<file path="src/rtl/pact_core_sequencer_pkg.sv">
// Shared definitions for the PACT core sequencer: subop codes, immediate width,
// state encoding and the default watchdog limit.
package pact_core_sequencer_pkg;

    localparam int BW_PACT_SUBOP                 = 4;
    localparam int BW_PACT_IMMEDIATE             = 32;
    localparam int BW_PACT_CORE_SEQ_STATE        = 4;
    localparam int PACT_CORE_SEQ_TIMEOUT_DEFAULT = 65535;

    localparam logic [BW_PACT_SUBOP-1:0] PACT_SUBOP_CORE_IDLE      = 4'h0;
    localparam logic [BW_PACT_SUBOP-1:0] PACT_SUBOP_CORE_STARTADDR = 4'h1;
    localparam logic [BW_PACT_SUBOP-1:0] PACT_SUBOP_CORE_ACTIVE    = 4'h2;
    localparam logic [BW_PACT_SUBOP-1:0] PACT_SUBOP_CORE_WAIT      = 4'h3;

    typedef enum logic [BW_PACT_CORE_SEQ_STATE-1:0] {
        PACT_CORE_SEQ_IDLE       = 4'd0,
        PACT_CORE_SEQ_ISSUE_ADDR = 4'd1,
        PACT_CORE_SEQ_WAIT_ADDR  = 4'd2,
        PACT_CORE_SEQ_ISSUE_ACT  = 4'd3,
        PACT_CORE_SEQ_WAIT_ACT   = 4'd4,
        PACT_CORE_SEQ_ISSUE_WAIT = 4'd5,
        PACT_CORE_SEQ_WAIT_WAIT  = 4'd6,
        PACT_CORE_SEQ_DONE       = 4'd7,
        PACT_CORE_SEQ_DRAIN      = 4'd8
    } seq_state_t;

    // Subop held toward the node in each state; DRAIN keeps WAIT since the node is still busy.
    function automatic logic [BW_PACT_SUBOP-1:0] seq_subop(input seq_state_t s);
        case (s)
            PACT_CORE_SEQ_ISSUE_ADDR, PACT_CORE_SEQ_WAIT_ADDR: seq_subop = PACT_SUBOP_CORE_STARTADDR;
            PACT_CORE_SEQ_ISSUE_ACT,  PACT_CORE_SEQ_WAIT_ACT:  seq_subop = PACT_SUBOP_CORE_ACTIVE;
            PACT_CORE_SEQ_ISSUE_WAIT, PACT_CORE_SEQ_WAIT_WAIT,
            PACT_CORE_SEQ_DRAIN:                               seq_subop = PACT_SUBOP_CORE_WAIT;
            default:                                           seq_subop = PACT_SUBOP_CORE_IDLE;
        endcase
    endfunction

endpackage

</file>
<file path="src/rtl/pact_rr_arbiter.sv">
// Combinational round-robin arbiter: lowest requesting index at or after ptr wins,
// with wrap-around. The pointer register is owned by the caller.
module pact_rr_arbiter #(
    parameter int NUM_REQ = 4,
    parameter int IDX_W   = (NUM_REQ > 1) ? $clog2(NUM_REQ) : 1
) (
    input  logic [NUM_REQ-1:0] req,
    input  logic [IDX_W-1:0]   ptr,
    output logic [NUM_REQ-1:0] grant,
    output logic [IDX_W-1:0]   index
);

    int  cand;
    logic found;

    always_comb begin
        grant = '0;
        index = '0;
        found = 1'b0;
        cand  = 0;
        for (int k = 0; k < NUM_REQ; k++) begin
            cand = int'(ptr) + k;
            if (cand >= NUM_REQ) begin
                cand = cand - NUM_REQ;
            end
            if (!found && req[cand]) begin
                found       = 1'b1;
                grant[cand] = 1'b1;
                index       = IDX_W'(cand);
            end
        end
    end

endmodule

</file>
<file path="src/rtl/pact_core_sequencer.sv">
// Shares the PACT core node among NUM_REQ requesters and issues STARTADDR/ACTIVE/WAIT per grant.
// Optional WAIT-phase watchdog with DRAIN state: define PACT_CORE_SEQ_TIMEOUT_EN.
module pact_core_sequencer
    import pact_core_sequencer_pkg::*;
#(
    parameter int NUM_REQ        = 4,
    parameter int BW_ADDR        = 32,
    parameter int TIMEOUT_CYCLES = PACT_CORE_SEQ_TIMEOUT_DEFAULT
) (
    input  logic                         clk,
    input  logic                         rstp,
    input  logic                         enable,
    input  logic [NUM_REQ-1:0]           req_valid,
    output logic [NUM_REQ-1:0]           req_ready,
    input  logic [NUM_REQ*BW_ADDR-1:0]   req_addr,
    output logic [NUM_REQ-1:0]           done_valid,
    output logic                         done_error,
    output logic                         busy,
    output logic                         core_start,
    input  logic                         core_finish,
    output logic [BW_PACT_SUBOP-1:0]     core_subop,
    output logic                         core_is_float,
    output logic [BW_PACT_IMMEDIATE-1:0] core_immediate
);

    localparam int IDX_W = (NUM_REQ > 1) ? $clog2(NUM_REQ) : 1;

    if (NUM_REQ < 1 || NUM_REQ > 16 || BW_ADDR > BW_PACT_IMMEDIATE ||
        TIMEOUT_CYCLES < 1 || TIMEOUT_CYCLES > 65535) begin : g_param_check
        $error("pact_core_sequencer: illegal parameter set");
    end

    seq_state_t                   state_reg, state_next;
    logic [IDX_W-1:0]             rr_ptr_reg, owner_reg;
    logic [BW_PACT_IMMEDIATE-1:0] addr_reg;
    logic [NUM_REQ-1:0]           arb_grant;
    logic [IDX_W-1:0]             arb_index, ptr_next;
    logic [BW_ADDR-1:0]           addr_slot [NUM_REQ];
    logic                         grant_fire;

`ifdef PACT_CORE_SEQ_TIMEOUT_EN
    logic [15:0] timer_reg;
    logic        error_reg;
    logic        timer_expired;
    assign timer_expired = ({1'b0, timer_reg} + 17'd1) >= 17'(TIMEOUT_CYCLES);
`endif

    pact_rr_arbiter #(.NUM_REQ(NUM_REQ), .IDX_W(IDX_W)) u_arb (
        .req   (req_valid),
        .ptr   (rr_ptr_reg),
        .grant (arb_grant),
        .index (arb_index)
    );

    genvar gi;
    for (gi = 0; gi < NUM_REQ; gi++) begin : g_slot
        assign addr_slot[gi]  = req_addr[gi*BW_ADDR +: BW_ADDR];
        assign done_valid[gi] = (state_reg == PACT_CORE_SEQ_DONE) && (owner_reg == IDX_W'(gi));
    end

    assign grant_fire = (state_reg == PACT_CORE_SEQ_IDLE) && enable && (|req_valid);
    assign req_ready  = grant_fire ? arb_grant : '0;
    assign ptr_next   = (arb_index == IDX_W'(NUM_REQ - 1)) ? '0 : arb_index + 1'b1;

    always_comb begin
        state_next = state_reg;
        case (state_reg)
            PACT_CORE_SEQ_IDLE:       if (grant_fire)  state_next = PACT_CORE_SEQ_ISSUE_ADDR;
            PACT_CORE_SEQ_ISSUE_ADDR:                  state_next = PACT_CORE_SEQ_WAIT_ADDR;
            PACT_CORE_SEQ_WAIT_ADDR:  if (core_finish) state_next = PACT_CORE_SEQ_ISSUE_ACT;
            PACT_CORE_SEQ_ISSUE_ACT:                   state_next = PACT_CORE_SEQ_WAIT_ACT;
            PACT_CORE_SEQ_WAIT_ACT:   if (core_finish) state_next = PACT_CORE_SEQ_ISSUE_WAIT;
            PACT_CORE_SEQ_ISSUE_WAIT:                  state_next = PACT_CORE_SEQ_WAIT_WAIT;
`ifdef PACT_CORE_SEQ_TIMEOUT_EN
            PACT_CORE_SEQ_WAIT_WAIT:  if (core_finish || timer_expired) state_next = PACT_CORE_SEQ_DONE;
            // A late finish landing exactly in DONE already releases the node, so skip DRAIN.
            PACT_CORE_SEQ_DONE:       state_next = (error_reg && !core_finish) ? PACT_CORE_SEQ_DRAIN
                                                                               : PACT_CORE_SEQ_IDLE;
            PACT_CORE_SEQ_DRAIN:      if (core_finish) state_next = PACT_CORE_SEQ_IDLE;
`else
            PACT_CORE_SEQ_WAIT_WAIT:  if (core_finish) state_next = PACT_CORE_SEQ_DONE;
            PACT_CORE_SEQ_DONE:                        state_next = PACT_CORE_SEQ_IDLE;
`endif
            default:                                   state_next = PACT_CORE_SEQ_IDLE;
        endcase
    end

    always_ff @(posedge clk) begin
        if (rstp) begin
            state_reg  <= PACT_CORE_SEQ_IDLE;
            rr_ptr_reg <= '0;
            owner_reg  <= '0;
            addr_reg   <= '0;
        end else begin
            state_reg <= state_next;
            if (grant_fire) begin
                rr_ptr_reg <= ptr_next;
                owner_reg  <= arb_index;
                addr_reg   <= BW_PACT_IMMEDIATE'(addr_slot[arb_index]);
            end
        end
    end

`ifdef PACT_CORE_SEQ_TIMEOUT_EN
    always_ff @(posedge clk) begin
        if (rstp) begin
            timer_reg <= '0;
            error_reg <= 1'b0;
        end else begin
            if (state_reg == PACT_CORE_SEQ_ISSUE_WAIT) begin
                timer_reg <= '0;
            end else if (state_reg == PACT_CORE_SEQ_WAIT_WAIT) begin
                timer_reg <= timer_reg + 16'd1;
            end
            if (grant_fire) begin
                error_reg <= 1'b0;
            end else if (state_reg == PACT_CORE_SEQ_WAIT_WAIT && !core_finish && timer_expired) begin
                error_reg <= 1'b1;
            end
        end
    end
    assign done_error = (state_reg == PACT_CORE_SEQ_DONE) && error_reg;
`else
    assign done_error = 1'b0;
`endif

    assign busy           = (state_reg != PACT_CORE_SEQ_IDLE);
    assign core_start     = (state_reg == PACT_CORE_SEQ_ISSUE_ADDR) ||
                            (state_reg == PACT_CORE_SEQ_ISSUE_ACT)  ||
                            (state_reg == PACT_CORE_SEQ_ISSUE_WAIT);
    assign core_subop     = seq_subop(state_reg);
    assign core_is_float  = 1'b0;
    assign core_immediate = addr_reg;

endmodule

</file>
<file path="config.mk">
export PLATFORM = sky130hd
export DESIGN_NAME = pact_core_sequencer
export DESIGN_NICKNAME = d
export VERILOG_FILES = /design/src/rtl/pact_core_sequencer_pkg.sv /design/src/rtl/pact_rr_arbiter.sv /design/src/rtl/pact_core_sequencer.sv
export SDC_FILE = /design/constraint.sdc
export NUM_CORES = 1
export LEC_CHECK = 0
export ABC_AREA = 1
export CAP_MARGIN = 5
export CORE_MARGIN = 5
export CORE_UTILIZATION = 42
export DETAILED_ROUTE_END_ITERATION = 10
export GPL_ROUTABILITY_DRIVEN = 0
export PLACE_DENSITY_LB_ADDON = 0.12
export SYNTH_ARGS = -nofsm -noshare
export SYNTH_HDL_FRONTEND = slang
export SYNTH_SLANG_ARGS = --single-unit
</file>
<file path="constraint.sdc">
create_clock -name clk -period 2.93 [get_ports clk]
set_input_delay 0.293 -clock clk [delete_from_list [all_inputs] [get_ports clk]]
set_output_delay 0.293 -clock clk [all_outputs]
set_load 0.02 [all_outputs]
</file>
==> results.json, run 1 <==
{
  "startpoint": "rr_ptr_reg[1]$_SDFFE_PP0P_",
  "crit_arrival_ps": 2390,
  "grt_pass1_wl_mm": 19.83,
  "setup_violations": 0,
  "synth_ff_type": "dfxtp_1",
  "syn_area_mm2": 0.003923,
  "cts_resized": 3,
  "port_buffers": 179,
  "fin_crit_ps": 2681,
  "fin_nets": 981,
  "clockBufferDepth": 2,
  "grt_usage_pct": 20.94,
  "layout_setup_ws_ps": 248.5,
  "die_w_um": 106.6,
  "rsz0062_at_grt": "no",
  "setup.worst_path.class": "reg -> out",
  "avgRoutedWirePerCell_um": 13.04,
  "antenna_left": 0,
  "grt-busiest-layer": "met2",
  "reg2reg_slack_ps": 390,
  "drv_slew": 0,
  "power_mw": 5.735,
  "slowest_stage": "dfxtp_2",
  "dieHeight_um": 106.6,
  "drtPass1Iterations": 5,
  "hold_violations": 0,
  "cts-buffers-inserted": 5,
  "peakVddDrop_mv": 0.7719,
  "holdPathEnd": "owner_reg[0]$_SDFFE_PP0P_",
  "max_slew.worst_pin.slew_ps": 805.4,
  "cpMostUsedCell": "nand2_1",
  "cp.required_ps": 2640,
  "grt_max_degree": 68,
  "ys_ff_latch": 39,
  "hold_path.class": "reg -> reg",
  "syn_area_per_cell_um2": 5.685,
  "start_util_pct": 42.86,
  "fin_setup_tns_ps": 0,
  "antenna_found_initial": 0,
  "min_path_cells": 2,
  "dp_hpwl_mm": 8.857,
  "dpl.cell_count": 945,
  "synth_top_area_share_pct": 19.90,
  "r2r_start": "rr_ptr_reg[1]$_SDFFE_PP0P_",
  "largest_reg_flops": 32,
  "period_share_pct": 91.52,
  "instances_no_fill": 953,
  "hold_start": "owner_reg[0]$_SDFFE_PP0P_",
  "async_flop_share_pct": 0,
  "rows": 35,
  "r2r_end": "core_immediate[18]$_SDFFE_PP0P_",
  "root_buffer": "clkbuf_8",
  "yosysMostFrequentCell": "inv_1",
  "ios": 184,
  "cts_hold_buf": 0,
  "finClkSkew_ps": 6.731,
  "fill_cells": 882,
  "grt_use_met2_pct": 36.65,
  "post-place-ws_ps": 223.1,
  "start_kind": "register",
  "yosysUniqueCellTypes": 30,
  "drc": 0,
  "max_freq_mhz": 372.9,
  "endpoint_kind": "primary output",
  "postSynthCellCount": 690,
  "status": "finished clean",
  "h-tree-depth": 2,
  "worstRegToRegCells": 14,
  "leakage_nw": 3.168,
  "cp.depth": 13,
  "n_antenna_cell": 0,
  "coreArea_mm2": 0.009153,
  "die-area_mm2": 0.01137,
  "clock_sinks": 39,
  "drtIter0Drc": 294,
  "powerDensity_mw_per_mm2": 1003,
  "avgViaCountPerCell": 4.776,
  "post-cts-setup-buffer-count": 0,
  "worstPathCellList": "inv_2 > ha_1 > inv_1 > nand3_1 > nand2_1 > nor2_4 > nand2_1 > o22ai_1 > a21oi_1 > o21ai_0 > nand2_1 > inv_1 > dlygate4sd2_1",
  "ys_warn_count": 0,
  "cp_slowest_stage_delay_ps": 410,
  "path_max_fanout": 7,
  "clock_latency_ps": 290,
  "synth-seq-area-share_pct": 19.90,
  "multiInputGateArea_mm2": 0.002105,
  "regArea_um2": 782.0,
  "grt_pass1_vias": 4236,
  "globalRouteOverflowTotal": 0,
  "ys_top_cells_by_area": "dfxtp_1 (20%), nand3_1 (19%), inv_1 (18%)",
  "critical-path-top-delay-family": "buffers and inverters",
  "synthTopCellsByCount": "inv_1 (184), nand3_1 (149), nand2_1 (128)",
  "grtUsageMet1_pct": 25.36,
  "holdWs_ps": 520.8,
  "route.vias.total": 4552,
  "final_layout_size_suffix_gt1_share_pct": 7.007,
  "timing.max_cap.violations": 0,
  "wl_mm": 12.42,
  "critPathBufInv": 4,
  "grt_util_met3_pct": 5.900,
  "yosysTopAreaCell": "dfxtp_1",
  "slew_headroom_pct": 46.31,
  "clk_pin_slew_ps": 80,
  "synth-edff-count": 0,
  "syn_to_final_growth_pct": 45.81,
  "cts_tree": "done"
}
-- power breakdown --
group          internal, mW  total, mW  switching, mW  leakage [nW]
sequential            0.778      0.925          0.147         0.323
combinational          1.59       4.26           2.67          2.78
clock                 0.340      0.546          0.206        0.0644
-- worst reg2reg max path: stages (launching register included) --
cell and delay, ps:
dfxtp_2 410, inv_2 100, ha_1 350, inv_1 120, nand3_1 90, nand2_2 120, nor2_4 70, nor2_2 120
nand2_4 80, nand2_4 490, nand2_1 150, nand3_1 120, nand3_1 100, nand2_1 90, inv_1 30
-- layer usage --
| layer | vias up | routed length (µm) | share of wire [%] |
|---|---|---|---|
| met3 | 18 | 1052 | 8.5 |
| met4 | 0 | 212 | 1.7 |
| li1 | 2361 | - | - |
| met1 | 1999 | 5239 | 42 |
| met5 | - | 0 | 0 |
| met2 | 174 | 5920 | 48 |
-- how the worst max path moves through the flow --
stage	slack, ps	to
floorplan	890	core_immediate[13]$_SDFFE_PP0P_
global placement	320	req_ready[3]
detailed placement	220	req_ready[0]
CTS	3	req_ready[1]
global route	40	req_ready[3]
finish	250	req_ready[3]
-- layout by cell type, fill, tap and decap left out, drive strengths merged, types with 4 or more instances in the layout --
master	Yosys	layout
clkdlybuf4s50	0	174
a21oi	9	9
nand3	177	177
nand2	136	136
dfxtp	39	39
o21ai	5	5
nor3	4	4
conb	1	4
ha	4	4
clkbuf	7	5
nor2	73	73
inv	188	188
buf	36	6
-- per-stage QoR --
step / utilization, % / area [µm²]
floorplan: - / 3934
global placement: 60.96 / 5579
detailed placement: 60.96 / 5579
CTS: 62.43 / 5714
global route: 62.49 / 5719
finish: 62.49 / 5719
-- cell type report --
type,count,area share (%)
Clock buffer,5,1.203
Clock inverter,3,1.181
Inverter,188,12.34
Multi-Input combinational cell,423,36.80
Sequential cell,39,13.67
Tap cell,111,2.428
Timing Repair Buffer,184,32.38
-- cells by family after synthesis --
logic type	after synthesis	share of synthesized area, %
xor+xnor	1	0.2233
simple gates	393	48.61
compound gates	21	3.158
other cells	1	0.09560
fa+ha+maj	4	1.276
buf+inv	231	26.73
flops	39	19.90
Power figures use the tool's default switching activity.
==> run 2: changes to the inputs <==
--- a/config.mk
+++ b/config.mk
@@ -7,11 +7,12 @@
 export LEC_CHECK = 0
 export ABC_AREA = 1
 export CAP_MARGIN = 5
-export CORE_MARGIN = 5
+export CORE_MARGIN = 1.5
 export CORE_UTILIZATION = 42
 export DETAILED_ROUTE_END_ITERATION = 10
 export GPL_ROUTABILITY_DRIVEN = 0
 export PLACE_DENSITY_LB_ADDON = 0.12
+export SKIP_CTS_REPAIR_TIMING = 1
 export SYNTH_ARGS = -nofsm -noshare
 export SYNTH_HDL_FRONTEND = slang
 export SYNTH_SLANG_ARGS = --single-unit
==> results.json, run 2 (synthesized netlist as in run 1, its figures left out) <==
{
  "status": "finished clean",
  "hold_start": "owner_reg[1]$_SDFFE_PP0P_",
  "m1WireLength_mm": 5.056,
  "critical-path-top-delay-family": "simple AND/OR/NAND/NOR gates",
  "globalRouteOverflowTotal": 0,
  "dpl.cell_count": 949,
  "max_freq_mhz": 382.2,
  "antenna_left": 0,
  "fin_crit_ps": 2617,
  "r2r_end": "core_immediate[0]$_SDFFE_PP0P_",
  "clockBufferDepth": 2,
  "avgRoutedWirePerCell_um": 12.07,
  "drc": 0,
  "die-area_mm2": 0.009928,
  "coreArea_mm2": 0.009153,
  "combinationalPowerShare_pct": 74.3,
  "dieHeight_um": 99.64,
  "finClkSkew_ps": 9.368,
  "syn_to_final_growth_pct": 46.44,
  "reg2reg_slack_ps": 310,
  "grt_pass1_wl_mm": 18.33,
  "start_kind": "register",
  "peakVddDrop_mv": 0.4975,
  "fill_cells": 889,
  "endpoint_kind": "primary output",
  "p_int_mw": 2.734,
  "met2WireLength_mm": 5.557,
  "fin_nets": 985,
  "drtIter0Drc": 155,
  "layout_commonest_cell": "inv_1",
  "hold_violations": 0,
  "h-tree-depth": 2,
  "regArea_um2": 782.0,
  "power_mw": 5.746,
  "utilization_pct": 62.76,
  "dp_hpwl_mm": 8.391,
  "largest_reg_flops": 32,
  "ios": 184,
  "port_buffers": 179,
  "wl_met3_um": 772,
  "antenna_found_initial": 0,
  "slew_headroom_pct": 45.96,
  "wl_mm": 11.55,
  "worstRegToRegCells": 15,
  "n_antenna_cell": 0,
  "critPathBufInv": 4,
  "start_util_pct": 42.86,
  "leakage_nw": 3.207,
  "final_layout_size_suffix_gt1_share_pct": 7.447,
  "cp.required_ps": 2640,
  "powerDensity_mw_per_mm2": 1000,
  "top_layer": "met4",
  "switchingPower_mw": 3.012,
  "holdPathEnd": "owner_reg[1]$_SDFFE_PP0P_",
  "instances_no_fill": 957,
  "worstPathCellList": "inv_2 > ha_1 > inv_1 > nand3_1 > nand2_1 > nor2_4 > nand2_1 > o22ai_1 > a21oi_1 > o21ai_0 > nand2_1 > inv_1 > dlymetal6s2s_1",
  "crit_arrival_ps": 2320,
  "drv_slew": 0,
  "timing.max_cap.violations": 0,
  "clock_sinks": 39,
  "min_path_cells": 2,
  "clock_latency_ps": 300,
  "pwr-share-clk_pct": 9.5,
  "clk_pin_slew_ps": 90,
  "avgViaCountPerCell": 4.724,
  "r2r_start": "rr_ptr_reg[1]$_SDFFE_PP0P_",
  "dpl_cell_area_mm2": 0.005597,
  "cp_slowest_stage_delay_ps": 410,
  "mostFrequentLayoutCells": "inv_1 (184), clkdlybuf4s50_1 (174), nand3_1 (149), nand2_1 (128), nor2_1 (70)",
  "max_slew.worst_pin.slew_ps": 810.6,
  "hold_path.class": "reg -> reg",
  "slowest_stage": "dfxtp_2",
  "grt_pass1_vias": 4133,
  "cts_tree": "done",
  "drtPass1Iterations": 5,
  "seq_power_share_pct": 16.1,
  "grt_usage_pct": 22.37,
  "period_share_pct": 89.30,
  "setup.worst_path.class": "reg -> out",
  "sw_frac_of_total_pct": 52.42,
  "die_w_um": 99.64,
  "cpMostUsedCell": "nand2_1",
  "grt_max_degree": 54,
  "rows": 35,
  "setup_violations": 0,
  "multiInputGateArea_mm2": 0.002105,
  "path_max_fanout": 7,
  "rsz0062_at_grt": "no",
  "holdWs_ps": 523.1,
  "cts-buffers-inserted": 5,
  "root_buffer": "clkbuf_8",
  "route.vias.total": 4521,
  "final_area_mm2": 0.005744
}
run 2: power by group through the flow:
stage	Sequential, mW	Clock (mW)	Combinational [mW]
after floorplan	1.18	0	3.10
after global placement	0.927	0	4.22
after detailed placement	0.938	0	4.29
after CTS	0.929	0.562	4.31
after global routing	0.962	0.581	4.77
final	0.926	0.548	4.27
run 2: layout make-up:
type / count / area share [%]
well taps: 111 / 2.418
repair buffers: 188 / 32.67
clock inverters: 3 / 1.176
inverters: 188 / 12.28
clock buffers: 5 / 1.198
flip-flops and latches: 39 / 13.61
multi-input cells: 423 / 36.64
run 2: tightest hold or removal path: cells and delay by family, from the launching register on:
family,cells,cell delay [ps]
AND/OR/NAND/NOR,1,70
AO/OA/AOI/OAI,1,60
flip-flops,1,350
run 2: per-stage QoR:
| stage | setup TNS, ps | setup slack (ps) |
|---|---|---|
| 2_1_floorplan | 0 | 888.3 |
| 3_3_place_gp | 0 | 329.3 |
| 3_5_place_dp | 0 | 209.1 |
| 4_1_cts | -414.2 | -138.0 |
| 5_1_grt | 0 | 66.55 |
| 6_report | 0 | 313.4 |
run 2: worst max path at each step:
stage,startpoint,cells past startpoint,to,slack (ps)
final,rr_ptr_reg[1]$_SDFFE_PP0P_,13,req_ready[1],310
after detailed placement,rr_ptr_reg[1]$_SDFFE_PP0P_,13,req_ready[1],210
after CTS,rr_ptr_reg[1]$_SDFFE_PP0P_,13,req_ready[1],-140
after floorplan,rr_ptr_reg[1]$_SDFFE_PP0P_,15,core_immediate[13]$_SDFFE_PP0P_,890
after global routing,rr_ptr_reg[1]$_SDFFE_PP0P_,15,core_immediate[25]$_SDFFE_PP0P_,70
after global placement,rr_ptr_reg[1]$_SDFFE_PP0P_,13,req_ready[0],330
run 2: per-layer routing:
layer,track usage (%),vias up
li1,-,2365
met1,27.00,1973
met2,40.57,165
met3,4.498,18
met4,5.525,0
met5,0,-
